==> config.mk <==
export PLATFORM = sky130hd
export DESIGN_NAME = nff_sync_filter
export DESIGN_NICKNAME = d
export VERILOG_FILES = /design/src/rtl/nff_sync_filter.sv
export SDC_FILE = /design/constraint.sdc
export NUM_CORES = 1
export LEC_CHECK = 0
export CORE_AREA = 2 2 54 56
export DETAILED_ROUTE_END_ITERATION = 6
export DIE_AREA = 0 0 56 58
export MAX_ROUTING_LAYER = met4
export PLACE_DENSITY = 0.81
export SLEW_MARGIN = 20
export SYNTH_ARGS = -nofsm -noshare
export SYNTH_HDL_FRONTEND = slang
export SYNTH_SLANG_ARGS = --single-unit
==> constraint.sdc <==
create_clock -name clk -period 2.95 [get_ports clk]
set_input_delay 0.4425 -clock clk [delete_from_list [all_inputs] [get_ports clk]]
set_output_delay 0.4425 -clock clk [all_outputs]
set_load 0.005 [all_outputs]
==> src/rtl/nff_sync_filter.sv <==
// Multi-bit input synchroniser with a per-channel stability filter and optional edge pulses.
// Define NFF_SYNC_EDGE_EN to build the rise_p/fall_p/changed flops; otherwise they read as 0.
module nff_sync_filter #(
    parameter int unsigned       WIDTH      = 6,
    parameter int unsigned       STAGES     = 2,
    parameter int unsigned       FILTER_LEN = 4,
    parameter logic [WIDTH-1:0]  RST_VAL    = '0
) (
    input  logic             clk,
    input  logic             rst,
    input  logic [WIDTH-1:0] in_d,
    output logic [WIDTH-1:0] out_d,
    output logic [WIDTH-1:0] rise_p,
    output logic [WIDTH-1:0] fall_p,
    output logic             changed
);

    localparam int unsigned CntW = $clog2(FILTER_LEN + 1);
    localparam logic [CntW-1:0] CntLast = CntW'(FILTER_LEN - 1);

    if (STAGES < 2) begin : g_bad_stages
        $error("nff_sync_filter: STAGES must be >= 2");
    end
    if (FILTER_LEN < 1) begin : g_bad_filter
        $error("nff_sync_filter: FILTER_LEN must be >= 1");
    end

    logic [WIDTH-1:0] sync_q [STAGES];
    logic [WIDTH-1:0] sync;
    logic [WIDTH-1:0] level_q, level_d;
    logic [CntW-1:0]  cnt_q [WIDTH];
    logic [CntW-1:0]  cnt_d [WIDTH];

    // Plain flop chain: nothing may sit between stages.
    always_ff @(posedge clk or posedge rst) begin
        if (rst) begin
            for (int n = 0; n < int'(STAGES); n++) begin
                sync_q[n] <= RST_VAL;
            end
        end else begin
            sync_q[0] <= in_d;
            for (int n = 1; n < int'(STAGES); n++) begin
                sync_q[n] <= sync_q[n-1];
            end
        end
    end

    assign sync = sync_q[STAGES-1];

    always_comb begin
        level_d = level_q;
        for (int i = 0; i < int'(WIDTH); i++) begin
            cnt_d[i] = '0;
            if (sync[i] != level_q[i]) begin
                if (cnt_q[i] == CntLast) begin
                    level_d[i] = sync[i];
                end else begin
                    cnt_d[i] = cnt_q[i] + CntW'(1);
                end
            end
        end
    end

    always_ff @(posedge clk or posedge rst) begin
        if (rst) begin
            level_q <= RST_VAL;
            for (int i = 0; i < int'(WIDTH); i++) begin
                cnt_q[i] <= '0;
            end
        end else begin
            level_q <= level_d;
            for (int i = 0; i < int'(WIDTH); i++) begin
                cnt_q[i] <= cnt_d[i];
            end
        end
    end

    assign out_d = level_q;

`ifdef NFF_SYNC_EDGE_EN
    logic [WIDTH-1:0] rise_q, fall_q;
    logic             changed_q;
    logic [WIDTH-1:0] rise_d, fall_d;

    // Pulses land on the same edge that loads the new level.
    always_comb begin
        rise_d = level_d & ~level_q;
        fall_d = ~level_d & level_q;
    end

    always_ff @(posedge clk or posedge rst) begin
        if (rst) begin
            rise_q    <= '0;
            fall_q    <= '0;
            changed_q <= 1'b0;
        end else begin
            rise_q    <= rise_d;
            fall_q    <= fall_d;
            changed_q <= |(rise_d | fall_d);
        end
    end

    assign rise_p  = rise_q;
    assign fall_p  = fall_q;
    assign changed = changed_q;
`else
    assign rise_p  = '0;
    assign fall_p  = '0;
    assign changed = 1'b0;
`endif

endmodule

==> results of run 1 <==
[cells in the final DEF (no fill, tap or decap)]
cell type / n
bufinv_16: 1
nor2b_4: 6
ha_1: 6
clkdlybuf4s50_1: 13
clkinvlp_4: 1
clkinv_2: 1
clkbuf_4: 5
xnor2_1: 6
buf_4: 1
nor2b_1: 2
nor3_1: 6
conb_1: 13
dfrtp_1: 36
inv_1: 1
mux2_2: 6
nor3b_1: 10
[per-layer routing]
metal,vias to the layer above,global-route usage (%),share of wire [%]
li1,327,-,-
met1,348,13.2,40
met2,18,20.3,51
met3,5,4.69,5.2
met4,0,10.2,3.2
met5,-,-,0
[power by group through the flow]
stage | sequential (mW) | combinational, mW | clock [mW]
floorplan | 0.681 | 0.241 | 0
global placement | 0.681 | 0.346 | 0
detailed placement | 0.694 | 0.365 | 0
CTS | 0.683 | 0.365 | 0.349
global route | 0.699 | 0.402 | 0.373
finish | 0.679 | 0.357 | 0.335
[registers in the layout, indices dropped and copies added, names as in the netlist]
signal,count
cnt_q,18
out_d,6
sync,6
sync_q,6
[final timing paths]
kind	start	end	slack [ns]	depth (start not counted)
max	out_d[0]$_DFFE_PP0P_	out_d[0]	1.25	1
min	sync_q[9]$_DFF_PP0_	sync[3]$_DFF_PP0_	0.36	0
max reg2reg	cnt_q[0]$_DFF_PP0_	out_d[5]$_DFFE_PP0P_	1.80	3
min reg2reg	sync_q[9]$_DFF_PP0_	sync[3]$_DFF_PP0_	0.36	0
max in group asynchronous	rst	sync_q[9]$_DFF_PP0_	2.16	3
min in group asynchronous	rst	out_d[0]$_DFFE_PP0P_	0.48	3
[through the flow]
stage | worst slack [ns] | hold slack, ns | instance area (um2) | util, %
after floorplan | 1.70 | 0.331 | 1450 | -
after global placement | 1.64 | 0.333 | 1530 | 57.3
after detailed placement | 1.61 | 0.336 | 1530 | 57.3
after CTS | 1.22 | 0.360 | 1610 | 60.3
after global routing | 1.17 | 0.369 | 1610 | 60.3
final | 1.25 | 0.359 | 1610 | 60.3
[final cells by class]
class	instances	area (um2)
fillers	218	1060
flip-flops and latches	36	901
well taps	31	38.8
clock inverters	3	42.5
clock buffers	5	37.5
repair buffers	14	138
inverters	1	3.75
multi-input cells	55	444
[logic make-up after synthesis]
family                     count (synthesis)
buffers and inverters                     14
other                                      1
adders and majority gates                  6
xor gates and xnor gates                   6
muxes                                      6
and+or+nand+nor                           24
DFF                                       36
==> impl_metrics.csv, run 1 <==
group,metric,value,unit
run_status,run_status,"finished clean",
worst_hold_path,timing.hold.worst.class,"reg -> reg",
synth,synth_top_family_by_area,"simple AND/OR/NAND/NOR gates",
place,port_buffers,13,
grt,grt_start_max_net_pins,37,
place,placed_cells,137,
grt,number_of_global_route_vias_before_repair,693,
critical_path,critical_path.top_delay_family,"buffers and inverters",
sta,hold_viol,0,
clock_network,clk_pin_slew,0.11,ns
synth,post_synthesis_share_of_cell_area_spent_on_full_adders_half_adders_and_majority_gates,5.36,%
power,pwr-share-comb,26.0,%
synth,yosys-top-cells-count,"dfrtp_1 (36), buf_4 (13), nor3b_1 (10)",
sta,timing.setup.tns,0,ns
power,part_of_the_power_in_registers,49.5,%
synth,postSynthCellCount,93,
clock_network,cts-root-buf,"clkbuf_4",
floorplanning,floorplan.core_area,2660,um2
final_layout,stdcell_count,145,
synth,synth_xor_area_share,3.75,%
routing,detail-route-antenna-nets,0,
floorplanning,chipWidth,56,um
critical_path,worst_path_largest_cell_delay,0.52,ns
grt,grt_pass1_wl,2.91,mm
floorplanning,die_height,58,um
synth,synthDominantAreaCellType,"dfrtp_1",
routing,post_drt_wl_per_cell,11.1,um
sta,fin_crit,1.70,ns
power,power_report.internal_total,1.01,mW
clock_network,cts_buffers,5,
critical_path,critical_path.n_buffers_inverters,1,
critical_path,worstSetupPathType,"reg -> out",
synth,postSynth.asyncResetShare,100,%
sta,unrepaired_setup_endpoints_after_global_routing,"no",
synth,seq_area_frac_synth,64.3,%
clock_network,post_cts.repair.setup_buffers,0,
clock_network,cts-root-to-sink-buffers,2,
sta,report.final.setup_viol,0,
critical_path,setup.worst_path.start_class,"flip-flop",
clock_network,cts_tree,"yes",
routing,drtPass1Iterations,4,
synth,synth_most_common_cell,"dfrtp_1",
synth,synth_simple_gate_area_share,14.3,%
grt,number_of_antenna_violations_at_the_first_check_in_global_routing,0,
synth,ys.flop_type,"dfrtp_1",
critical_path,crit_path_max_fanout,3,
power,power.switching,360,uW
floorplanning,pin_count,27,
final_layout,nNetsFinal,127,
critical_path,timing.critical_path.arrival,1.26,ns
floorplanning,floorplan.rows,19,
sta,slew_violations,0,
place,routabilityCongestion,0.696,
power,power_density_normalized_to_cell_area,854,nW/um2
clock_network,clk_sinks,36,
critical_path,setup.worst_path.end_class,"primary output",
final_layout,areaGrowthSynthToFinish,14.6,%
power,sw_frac_of_total,26.2,%
power,power.share.clock,24.4,%
power,p_leak,0.739,nW
routing,detailedRoute.firstIterationViolations,9,
routing,dr_total_vias,698,
critical_path,cp_data_required_time,2.51,ns
sta,final_cycle_share,57.6,%
grt,grt.total_usage,13.0,%
sta,skew,0.00773,ns
synth,synth_top_area_share,64.3,%
synth,netlist_top_cells_area,"dfrtp_1 (64%), buf_4 (7.0%), nor2b_4 (5.9%)",
synth,post_synth.cell_area_avg,15.1,um2
synth,synth_compound_area_share,0,%
floorplanning,initial_core_util,52.6,%
synth,yosysWarningCount,0,
routing,post-route-drc-count,0,
synth,synthesis.area,1400,um2
floorplanning,die_area,3250,um2
power,finalPower,1.37,mW
final_layout,layout-drive-gt1-share,18.4,%
routing,drt_wl_total,1.61,mm
routing,post_drt_via_cell_ratio,4.81,
synth,yosys.cell_types.count,11,
place,placed_wire_length_estimate,1.20,mm
clock_network,cts_hold_buf,0,
flow_run,drv.max_cap_violation_count,0,
critical_path,slowest_stage,"clkdlybuf4s50_1",
synth,synth_edf_count,0,
clock_network,insertion_delay,0.33,ns
critical_path,timing.critical_path.cells,"clkdlybuf4s50_1",
synth,proportion_of_synthesized_area_in_mux_cells,4.82,%
synth,postSynthRegisterBits,36,
clock_network,post_cts_resize_count,0,
clock_network,htree_levels,2,
final_layout,antenna_cells,0,
power,vdd.ir_drop.worst,0.000477,V
sta,maxClockFrequency,588,MHz
grt,global_route.overflow_total,0,
No activity file was read; power rests on OpenSTA's default activity.
==> run 2, diff against run 1 <==
--- a/config.mk
+++ b/config.mk
@@ -5,11 +5,11 @@
 export SDC_FILE = /design/constraint.sdc
 export NUM_CORES = 1
 export LEC_CHECK = 0
-export CORE_AREA = 2 2 54 56
+export CORE_AREA = 2 2 56 58
 export DETAILED_ROUTE_END_ITERATION = 6
-export DIE_AREA = 0 0 56 58
+export DIE_AREA = 0 0 58 60
 export MAX_ROUTING_LAYER = met4
-export PLACE_DENSITY = 0.81
+export PLACE_DENSITY = 0.76
 export SLEW_MARGIN = 20
 export SYNTH_ARGS = -nofsm -noshare
 export SYNTH_HDL_FRONTEND = slang
==> constraint.sdc (replaced) <==
create_clock -name clk -period 1.75 [get_ports clk]
set_input_delay 0.2625 -clock clk [delete_from_list [all_inputs] [get_ports clk]]
set_output_delay 0.2625 -clock clk [all_outputs]
set_load 0.005 [all_outputs]
==> impl_metrics.csv, run 2 (synthesis gave the netlist of run 1 again) <==
group,metric,value,unit
routing,detailedRoute.firstIterationViolations,1,
routing,dr_total_vias,684,
power,part_of_the_power_in_registers,54.0,%
run_status,run_status,"finished clean",
clock_network,cts_hold_buf,0,
critical_path,setup.worst_path.start_class,"flip-flop",
clock_network,cts-root-to-sink-buffers,2,
critical_path,slowest_stage,"clkdlybuf4s50_1",
final_layout,layout.cells.most_common_list,"dfrtp_1 (36), conb_1 (13), clkdlybuf4s50_1 (13), nor3b_1 (10)",
grt,number_of_global_route_vias_before_repair,684,
place,port_buffers,13,
power,power_density_normalized_to_cell_area,1350,nW/um2
final_layout,regMostFlops,"cnt_q",
critical_path,crit_path_max_fanout,3,
final_layout,layout-drive-gt1-share,16.8,%
routing,detail-route-antenna-nets,0,
final_layout,antenna_cells,0,
critical_path,worstSetupPathType,"reg -> out",
clock_network,insertion_delay,0.32,ns
power,power.switching,568,uW
final_layout,nNetsFinal,127,
critical_path,r2r_end,"out_d[5]$_DFFE_PP0P_",
place,placed_wire_length_estimate,1.23,mm
critical_path,reg2reg_depth,3,
clock_network,clk_pin_slew,0.10,ns
routing,drtPass1Iterations,2,
final_layout,areaGrowthSynthToFinish,12.3,%
flow_run,drv.max_cap_violation_count,0,
critical_path,critical_path.n_buffers_inverters,1,
clock_network,post_cts_resize_count,0,
final_layout,most_common_cell_after_layout_fill_and_taps_aside,"dfrtp_1",
sta,hold_viol,0,
grt,number_of_antenna_violations_at_the_first_check_in_global_routing,0,
critical_path,regToRegSetupSlack,0.60,ns
critical_path,setup.worst_path.end_class,"primary output",
sta,skew,0.00957,ns
place,routabilityCongestion,0.627,
grt,grt_start_max_net_pins,37,
power,sw_frac_of_total,26.7,%
clock_network,post_cts.repair.setup_buffers,0,
power,vdd.ir_drop.worst,0.000796,V
critical_path,worst_path_largest_cell_delay,0.52,ns
floorplanning,die_area,3480,um2
final_layout,final.fill_count,244,
routing,post-route-drc-count,0,
power,pwr-share-comb,28.3,%
routing,post_drt_wl_per_cell,10.7,um
routing,drt_wl_total,1.56,mm
sta,slew_violations,0,
final_layout,largest_register_ff_count,18,
clock_network,cts_tree,"yes",
critical_path,timing.critical_path.cells,"clkdlybuf4s50_1",
worst_hold_path,timing.hold.worst.class,"in -> async",
sta,fin_crit,1.49,ns
sta,final_cycle_share,85.2,%
grt,grt.total_usage,11.7,%
power,power_report.internal_total,1.56,mW
clock_network,cts_buffers,5,
floorplanning,die_height,60,um
power,power.share.clock,17.6,%
floorplanning,initial_core_util,48.3,%
clock_network,htree_levels,2,
routing,post_drt_via_cell_ratio,4.68,
sta,timing.setup.tns,0,ns
critical_path,timing.critical_path.arrival,1.23,ns
place,placed_cells,139,
clock_network,clk_sinks,36,
sta,report.final.setup_viol,0,
final_layout,stdcell_count,146,
grt,global_route.overflow_total,0,
floorplanning,floorplan.rows,20,
sta,unrepaired_setup_endpoints_after_global_routing,"no",
sta,maxClockFrequency,671,MHz
grt,grt_pass1_wl,2.84,mm
floorplanning,floorplan.core_area,2900,um2
critical_path,r2r_start,"cnt_q[0]$_DFF_PP0_",
floorplanning,pin_count,27,
clock_network,cts-root-buf,"clkbuf_4",
floorplanning,chipWidth,58,um
critical_path,critical_path.top_delay_family,"buffers and inverters",
power,p_leak,0.726,nW
critical_path,cp_data_required_time,1.49,ns
[run 2: changes by cell type in the layout (fill, tap and decap cells not counted), sizes merged]
| cell | before | now |
|---|---|---|
| bufinv | 1 | 0 |
| clkbuf | 5 | 6 |
| clkinvlp | 1 | 0 |
[run 2: layout make-up]
cell class / count / area [um2] / share of cell area [%]
clock buffers: 6 / 41.3 / 2.62
flip-flops and latches: 36 / 901 / 57.2
well taps: 33 / 41.3 / 2.62
repair buffers: 14 / 138 / 8.74
multi-input cells: 55 / 444 / 28.2
clock inverters: 1 / 5.00 / 0.318
inverters: 1 / 3.75 / 0.238
[run 2: worst max-delay path by stage]
| stage | from | to | slack (ns) | cells after the start |
|---|---|---|---|---|
| final | out_d[2]$_DFFE_PP0P_ | out_d[2] | 0.26 | 1 |
| after global routing | out_d[4]$_DFFE_PP0P_ | out_d[4] | 0.18 | 1 |
| after CTS | out_d[4]$_DFFE_PP0P_ | out_d[4] | 0.22 | 1 |
| after detailed placement | out_d[4]$_DFFE_PP0P_ | out_d[4] | 0.59 | 1 |
| after global placement | out_d[2]$_DFFE_PP0P_ | out_d[2] | 0.60 | 1 |
| after floorplan | cnt_q[12]$_DFF_PP0_ | out_d[1]$_DFFE_PP0P_ | 0.67 | 3 |
[run 2: power groups by stage]
stage / clock network, mW / registers (mW) / logic [mW]
6_report: 0.375 / 1.15 / 0.602
5_1_grt: 0.433 / 1.17 / 0.694
4_1_cts: 0.396 / 1.16 / 0.618
3_5_place_dp: 0 / 1.17 / 0.616
3_3_place_gp: 0 / 1.15 / 0.580
2_1_floorplan: 0 / 1.15 / 0.405
[run 2: metal layers]
| layer | routed length [um] | track usage, % | vias up |
|---|---|---|---|
| met2 | 795 | 17.9 | 26 |
| met1 | 643 | 13.0 | 332 |
| met3 | 112 | 6.06 | 2 |
| met4 | 8 | 4.98 | 0 |
| li1 | - | - | 324 |
| met5 | 0 | - | - |
[run 2: stage by stage]
stage / power [mW] / worst slack [ns] / hold slack [ns] / cell area (um2) / utilization [%]
2_1_floorplan: 1.55 / 0.674 / 0.294 / 1450 / -
3_3_place_gp: 1.73 / 0.602 / 0.333 / 1530 / 52.6
3_5_place_dp: 1.79 / 0.594 / 0.335 / 1530 / 52.6
4_1_cts: 2.17 / 0.224 / 0.346 / 1570 / 54.2
5_1_grt: 2.30 / 0.176 / 0.344 / 1570 / 54.2
6_report: 2.12 / 0.259 / 0.340 / 1570 / 54.2
